<file path="src/rtl/lsu_pkg.sv">
// rtl/lsu_pkg.sv - funct3 codes, access sizes and FSM state type for the load/store unit
package lsu_pkg;

    localparam logic [2:0] F3_B  = 3'b000;
    localparam logic [2:0] F3_H  = 3'b001;
    localparam logic [2:0] F3_W  = 3'b010;
    localparam logic [2:0] F3_BU = 3'b100;
    localparam logic [2:0] F3_HU = 3'b101;

    typedef enum logic [2:0] {
        IDLE,
        RD_ISSUE,
        RD_WAIT,
        WR_ISSUE,
        WR_WAIT,
        DONE
    } lsu_state_t;

    typedef enum logic [1:0] {
        SZ_BYTE,
        SZ_HALF,
        SZ_WORD
    } lsu_size_t;

    // Unused width codes (011/110/111) fall through to a word access.
    function automatic lsu_size_t size_of(input logic [2:0] f3);
        case (f3)
            F3_B, F3_BU: return SZ_BYTE;
            F3_H, F3_HU: return SZ_HALF;
            default:     return SZ_WORD;
        endcase
    endfunction

endpackage

</file>
<file path="src/rtl/lsu_align.sv">
// rtl/lsu_align.sv - load extract/extend and store byte/half merge
module lsu_align
    import lsu_pkg::*;
(
    input  logic [2:0]  funct3,
    input  logic [1:0]  offset,
    input  logic [31:0] word,
    input  logic [31:0] store_data,
    output logic [31:0] load_value,
    output logic [31:0] merged
);

    logic [7:0]  byte_sel;
    logic [15:0] half_sel;
    logic        zero_ext;

    // Halves are selected by offset[1] only, so an odd half address behaves as the even one.
    always_comb begin
        byte_sel   = word[{offset, 3'b000} +: 8];
        half_sel   = word[{offset[1], 4'b0000} +: 16];
        zero_ext   = funct3[2];
        load_value = word;
        merged     = store_data;
        case (size_of(funct3))
            SZ_BYTE: begin
                load_value = zero_ext ? {24'h0, byte_sel} : {{24{byte_sel[7]}}, byte_sel};
                merged = word;
                merged[{offset, 3'b000} +: 8] = store_data[7:0];
            end
            SZ_HALF: begin
                load_value = zero_ext ? {16'h0, half_sel} : {{16{half_sel[15]}}, half_sel};
                merged = word;
                merged[{offset[1], 4'b0000} +: 16] = store_data[15:0];
            end
            default: begin
                load_value = word;
                merged     = store_data;
            end
        endcase
    end

endmodule

</file>
<file path="src/rtl/load_store_unit.sv">
// rtl/load_store_unit.sv - CPU load/store to data-cache FSM with read-modify-write sub-word stores (option MISALIGN_TRAP_EN)
module load_store_unit
    import lsu_pkg::*;
#(
    parameter int ADDR_W = 32
) (
    input  logic              clock,
    input  logic              reset,
    input  logic              mem_read,
    input  logic              mem_write,
    input  logic [2:0]        funct3,
    input  logic [ADDR_W-1:0] address,
    input  logic [31:0]       store_data,
    output logic [31:0]       load_data,
    output logic              stall,
    output logic              misaligned,
    output logic              dc_read,
    output logic              dc_write,
    output logic [ADDR_W-1:0] dc_address,
    output logic [31:0]       dc_writedata,
    input  logic [31:0]       dc_readdata,
    input  logic              dc_busywait
);

    lsu_state_t        state;
    logic [ADDR_W-1:0] addr_q;
    logic [2:0]        f3_q;
    logic [31:0]       sdata_q;
    logic              store_q;
    logic              request;
    logic              mis_detect;
    logic [31:0]       load_value;
    logic [31:0]       merged;

    assign request = mem_read | mem_write;

`ifdef MISALIGN_TRAP_EN
    // Flag halves on odd addresses and words off a 4-byte boundary before any cache access.
    always_comb begin
        case (size_of(funct3))
            SZ_HALF: mis_detect = address[0];
            SZ_WORD: mis_detect = |address[1:0];
            default: mis_detect = 1'b0;
        endcase
    end
`else
    assign mis_detect = 1'b0;
`endif

    lsu_align u_align (
        .funct3     (f3_q),
        .offset     (addr_q[1:0]),
        .word       (dc_readdata),
        .store_data (sdata_q),
        .load_value (load_value),
        .merged     (merged)
    );

    assign dc_address = (state == IDLE) ? '0 : {addr_q[ADDR_W-1:2], 2'b00};

    // Hold the CPU except in DONE and in IDLE when nothing is requested.
    always_comb begin
        stall = 1'b1;
        if (state == IDLE) begin
            stall = request;
        end else if (state == DONE) begin
            stall = 1'b0;
        end
    end

    // Transaction FSM; cache strobes and results are registered alongside the state.
    always_ff @(posedge clock or negedge reset) begin
        if (!reset) begin
            state        <= IDLE;
            addr_q       <= '0;
            f3_q         <= '0;
            sdata_q      <= '0;
            store_q      <= 1'b0;
            load_data    <= '0;
            misaligned   <= 1'b0;
            dc_read      <= 1'b0;
            dc_write     <= 1'b0;
            dc_writedata <= '0;
        end else begin
            case (state)
                IDLE: begin
                    if (request) begin
                        addr_q  <= address;
                        f3_q    <= funct3;
                        sdata_q <= store_data;
                        store_q <= mem_write;
                        if (mis_detect) begin
                            state      <= DONE;
                            misaligned <= 1'b1;
                            load_data  <= '0;
                        end else if (mem_write && size_of(funct3) == SZ_WORD) begin
                            state        <= WR_ISSUE;
                            dc_write     <= 1'b1;
                            dc_writedata <= store_data;
                        end else begin
                            state   <= RD_ISSUE;
                            dc_read <= 1'b1;
                        end
                    end
                end
                RD_ISSUE: state <= RD_WAIT;
                RD_WAIT: begin
                    if (!dc_busywait) begin
                        dc_read <= 1'b0;
                        if (store_q) begin
                            state        <= WR_ISSUE;
                            dc_write     <= 1'b1;
                            dc_writedata <= merged;
                        end else begin
                            state     <= DONE;
                            load_data <= load_value;
                        end
                    end
                end
                WR_ISSUE: state <= WR_WAIT;
                WR_WAIT: begin
                    if (!dc_busywait) begin
                        state    <= DONE;
                        dc_write <= 1'b0;
                    end
                end
                DONE: begin
                    state      <= IDLE;
                    misaligned <= 1'b0;
                end
                default: state <= IDLE;
            endcase
        end
    end

endmodule

</file>
<file path="config.mk">
export PLATFORM = sky130hd
export DESIGN_NAME = load_store_unit
export DESIGN_NICKNAME = d
export VERILOG_FILES = /design/src/rtl/lsu_pkg.sv /design/src/rtl/lsu_align.sv /design/src/rtl/load_store_unit.sv
export SDC_FILE = /design/constraint.sdc
export NUM_CORES = 1
export LEC_CHECK = 0
export ABC_CLOCK_PERIOD_IN_PS = 6500
export BUFFER_PORTS_ARGS = -buffer_cell sky130_fd_sc_hd__buf_2
export CAP_MARGIN = 20
export CORE_ASPECT_RATIO = 1.4
export CORE_MARGIN = 2
export CORE_UTILIZATION = 45
export CTS_CLUSTER_SIZE = 28
export DETAILED_ROUTE_END_ITERATION = 10
export PLACE_DENSITY = 0.71
export SETUP_SLACK_MARGIN = 0.4
export SLEW_MARGIN = 5
export SYNTH_ARGS = -nofsm -noshare
export SYNTH_HDL_FRONTEND = slang
export SYNTH_SLANG_ARGS = --single-unit
</file>
<file path="constraint.sdc">
create_clock -name clock -period 6.5 [get_ports clock]
set_clock_uncertainty 0.2 [all_clocks]
set_input_delay 1.3 -clock clock [delete_from_list [all_inputs] [get_ports clock]]
set_output_delay 1.3 -clock clock [all_outputs]
set_load 0.01 [all_outputs]
</file>
* Yosys cells after proc, flatten, opt, wreduce, memory -nomap -nowiden
Index checks and enable logic that the tools add are counted. W data, S select, Z words.
Cells by class: add/sub/neg operators 2, equal/unequal tests 19, shifts and indexed selects 6, mux-type cells 33, bitwise operators 3, reductions and logical operators 17
Operators with widths (number):
- $mux W32 | 7
- $pmux W32 S2 | 3
- $bwmux W32 | 2
- $shift A16 B7 Y32 const A | 1
- $shift A8 B7 Y32 const A | 1
- $shiftx A16 B7 Y32 | 1
- $shiftx A32 B6 Y16 | 1
- $shiftx A32 B6 Y8 | 1
- $shiftx A8 B7 Y32 | 1
- $eq A3 B3 Y1 const B | 6
- $pmux W3 S5 | 1
- $neg A5 Y7 | 2
- $mux W3 | 4
- $ne A2 B2 Y1 const B | 5
- $eq A3 B1 Y1 const B | 3
- $logic_not A3 Y1 | 3
- $mux W1 | 9
- $pmux W2 S2 | 2
- $reduce_or A2 Y1 | 4
- $eq A3 B2 Y1 const B | 2
- $mux W2 | 3
- $reduce_and A3 Y1 | 2
- $reduce_and A6 Y1 | 1
- $reduce_and A5 Y1 | 1
- other kinds (13) | 14
Word-level totals: bits in registers 137, input bits 104, output and inout bits 100, word-level logic and storage cells 89

* Logic depth before layout (Yosys ltp)
depth after elaboration 10, gate-level depth with buffers 9, gate-level depth less buffers 6

* Hierarchy
From an unflattened synthesis, not the netlist that was laid out.
Unflattened totals: cells, all modules 668, area, all modules 8005.2 um2
Modules (own cells, without submodules):
- load_store_unit | instances 1, cells each 390, area an instance 6065.8 um2, sequential area each 3428.3 um2
- lsu_align | instances 1, cells each 278, area an instance 1939.4 um2, sequential area each 0.0 um2

* Worst setup path before layout
OpenSTA, ideal clock, no wires.
kind input-to-output, start in mem_write, end out stall, arrival time 1857 ps, required time 5000 ps, slack 3143 ps, cell stages on the path 3, buffers on the path 0, path through nor4_1 -> a21oi_1 -> or2_2
Between the ends: word-level cells in the longest chain between the ends 2
Ends and longest elaborated chain:
- start, declared | line load_store_unit.sv:10 | input logic mem_write,
- $or A1 B1 Y1 | line load_store_unit.sv:35 | assign request = mem_read | mem_write;
- $mux W1 | line load_store_unit.sv:64 | if (state == IDLE) begin
- end, declared | line load_store_unit.sv:15 | output logic stall,
No other way between the ends.

* Worst setup path in the final report
Ends and elaborated chain as after synthesis.

==> flow_summary.json <==
{
  "worstSetupStartpointType": "input port",
  "io_pins": 204,
  "cts_root_buffer": "clkbuf_16",
  "port_buffers": 200,
  "grt_pass1_vias": 5822,
  "cts.repair.resized": 0,
  "grt-busiest-layer": "met2",
  "cts_htree_levels": 4,
  "hold_viol": 0,
  "setup_tns_ps": 0,
  "syn_area_um2": 6960,
  "ys_ff_latch": 137,
  "drtIter0Drc": 478,
  "die_area_um2": 16500,
  "yosys.area.top_type": "dfrtp_1",
  "cts_tree": "done",
  "hold_class": "flop to flop",
  "netlist_top_cells_area": "dfrtp_1 49%, mux2_2 12%, o21ai_0 4.2%",
  "cts.sinks": 137,
  "power.total_mw": 4.86,
  "fp.dieH_um": 151,
  "synth_compound_area_frac": 0.177,
  "synth_top_area_frac": 0.492,
  "post-place-ws_ps": 2860,
  "start_util": 0.463,
  "finalNetCount": 953,
  "crit_fanout": 6,
  "synth_top_family_by_area": "compound AO/OA/AOI/OAI gates",
  "gr-usage-met2": 0.424,
  "reg2reg_setup_slack_ps": 3190,
  "crit_type": "input port to output pin",
  "synth_seq_area_share": 0.492,
  "register_area_um2": 3430,
  "synth_xor_area_frac": 0,
  "outcome": "finished clean",
  "drive_above_1_share": 0.382,
  "min_period_over_period": 0.560,
  "routed_wl_um": 21100,
  "hold_buffers": 0,
  "grt_first_pass_wirelength_um": 32300,
  "num_rows": 53,
  "wl_per_cell_um": 20.1,
  "cp.required_ps": 5000,
  "crit_arrival_ps": 2140,
  "vdd_ir_drop_max_v": 0.000316,
  "max-cap-violations": 0,
  "post_cts_buffers": 0,
  "ys_warn_count": 0,
  "firstDrtPassIters": 6,
  "synth_flop_cell": "dfrtp_1",
  "netlist_instances": 668,
  "clk_latency_ps": 420,
  "dieWidth_um": 109,
  "use_met3": 0.0680,
  "synthAdderAreaFrac": 0.00898,
  "reg2reg_depth": 5,
  "syn2layout_area_growth_pct": 25.7,
  "grt_antenna_before_repair": 2,
  "finish.utilization": 0.581,
  "power_density_nw_per_um2": 556,
  "ys_types": 46,
  "grt_max_degree": 82,
  "core-area_um2": 15100,
  "clockBufferDepth": 2,
  "gp_congestion": 0.904,
  "synth_mux_area_frac": 0.147,
  "vias": 6041,
  "finalSetupViolCount": 0,
  "fmax_ghz": 0.275,
  "synthSimpleGateAreaFrac": 0.131,
  "final_max_slew_viol_count": 0,
  "cts_buffers": 17,
  "hpwl_um": 15200,
  "multi_input_area_um2": 3260,
  "ant_nets": 0,
  "grt_setup_unrepaired": "no",
  "synth-async-reset-ratio": 1.00,
  "via_per_inst": 5.76,
  "power.static_leakage_nw": 4.06,
  "relSlewSlack": 0.286,
  "overflow": 0,
  "fin_crit_ps": 3640,
  "syn_avg_cell_area_um2": 10.4,
  "tightest_slew_ps": 1060,
  "clk_pin_slew_ps": 60,
  "grt_use_total": 0.261,
  "synth-edff-count": 0,
  "hold_depth": 2,
  "drc": 0,
  "critPathCaptureType": "output pin",
  "setup_ws_ps": 2860,
  "n_fill_cell": 1330,
  "grt_util_met1": 0.321
}
-- kinds of logic (layout without fill, tap and decap cells) --
family | count (synthesis) | count (layout)
AO/OA/AOI/OAI | 178 | 178
adder cells (fa/ha/maj) | 5 | 5
buffers and inverters | 67 | 253
flip-flops | 137 | 137
multiplexers | 92 | 92
other | 1 | 4
AND/OR/NAND/NOR | 188 | 188
-- registers in the layout (all words and copies together) (netlist names) --
name and cells:
load_data 32, state 3, addr_q 32, dc_read 1
dc_writedata 32, dc_write 1, store_q 1, f3_q 3
sdata_q 32
-- power breakdown --
group          internal (mW)  leakage [nW]  total [mW]  switching, mW
clock network          0.727         0.319        1.10          0.369
registers               1.28          1.65        1.64          0.358
logic                  0.964          2.10        2.13           1.16
total                   2.97          4.06        4.86           1.89
-- cell usage after synthesis (9+ instances only) --
cell	count
o21ai_0	58
nor4_1	9
dfrtp_1	137
a21oi_1	23
nand2_1	75
clkbuf_1	31
nor2_1	37
nor2b_1	35
a21o_1	9
buf_2	15
inv_1	11
a221oi_1	30
mux2_2	73
a211oi_1	13
o211ai_1	12
a221o_1	12
mux2i_1	18
-- per-layer routing --
| layer | up-vias | part of all wire |
|---|---|---|
| li1 | 2782 | - |
| met1 | 2952 | 0.39 |
| met2 | 263 | 0.49 |
| met3 | 44 | 0.075 |
| met4 | 0 | 0.043 |
| met5 | - | 0 |
-- placed cells by master, fill, tap and decap left out, types with 5 or more instances in the layout --
| master | synthesis | final |
|---|---|---|
| buf_2 | 15 | 199 |
| dfrtp_1 | 137 | 136 |
| nand2_1 | 75 | 75 |
| mux2_2 | 73 | 73 |
| o21ai_0 | 58 | 58 |
| nor2_1 | 37 | 37 |
| nor2b_1 | 35 | 34 |
| a221oi_1 | 30 | 30 |
| a21oi_1 | 23 | 23 |
| mux2i_1 | 18 | 18 |
| clkbuf_16 | 0 | 17 |
| a211oi_1 | 13 | 13 |
| o211ai_1 | 12 | 12 |
| a221o_1 | 12 | 12 |
| inv_1 | 11 | 11 |
| nor4_1 | 9 | 9 |
| a21o_1 | 9 | 9 |
| buf_4 | 5 | 9 |
| nand3_1 | 8 | 8 |
| a222oi_1 | 6 | 6 |
| bufinv_16 | 0 | 6 |
| ha_1 | 5 | 5 |
-- worst paths after layout --
check	endpoint	from
min	dc_writedata[30]	dc_writedata[30]
max in group asynchronous	sdata_q[24]	reset
max	stall	mem_write
max reg2reg	load_data[26]	state[1]
min in group asynchronous	addr_q[11]	reset
min reg2reg	dc_writedata[30]	dc_writedata[30]
-- critical path, cell delays in order --
cell and delay, ps:
buf_2 130, nor4_1 230, a21oi_1 60, or2_2 280, buf_2 140
-- cell type report --
cell class | count | area share
Antenna cell | 1 | 0.000286
Clock buffer | 19 | 0.0506
Clock inverter | 12 | 0.0254
Inverter | 11 | 0.00472
Multi-Input combinational cell | 466 | 0.373
Sequential cell | 137 | 0.392
Tap cell | 192 | 0.0274
Timing Repair Buffer | 211 | 0.127
-- through the flow --
step                std cells  hold slack, ps  cell area (um^2)
floorplan                 670             273              6970
global placement         1015             258              8050
detailed placement       1015             266              8050
CTS                      1046             280              8710
global route             1049             303              8750
finish                   1049             276              8750
(Power assumes the default switching activity.)
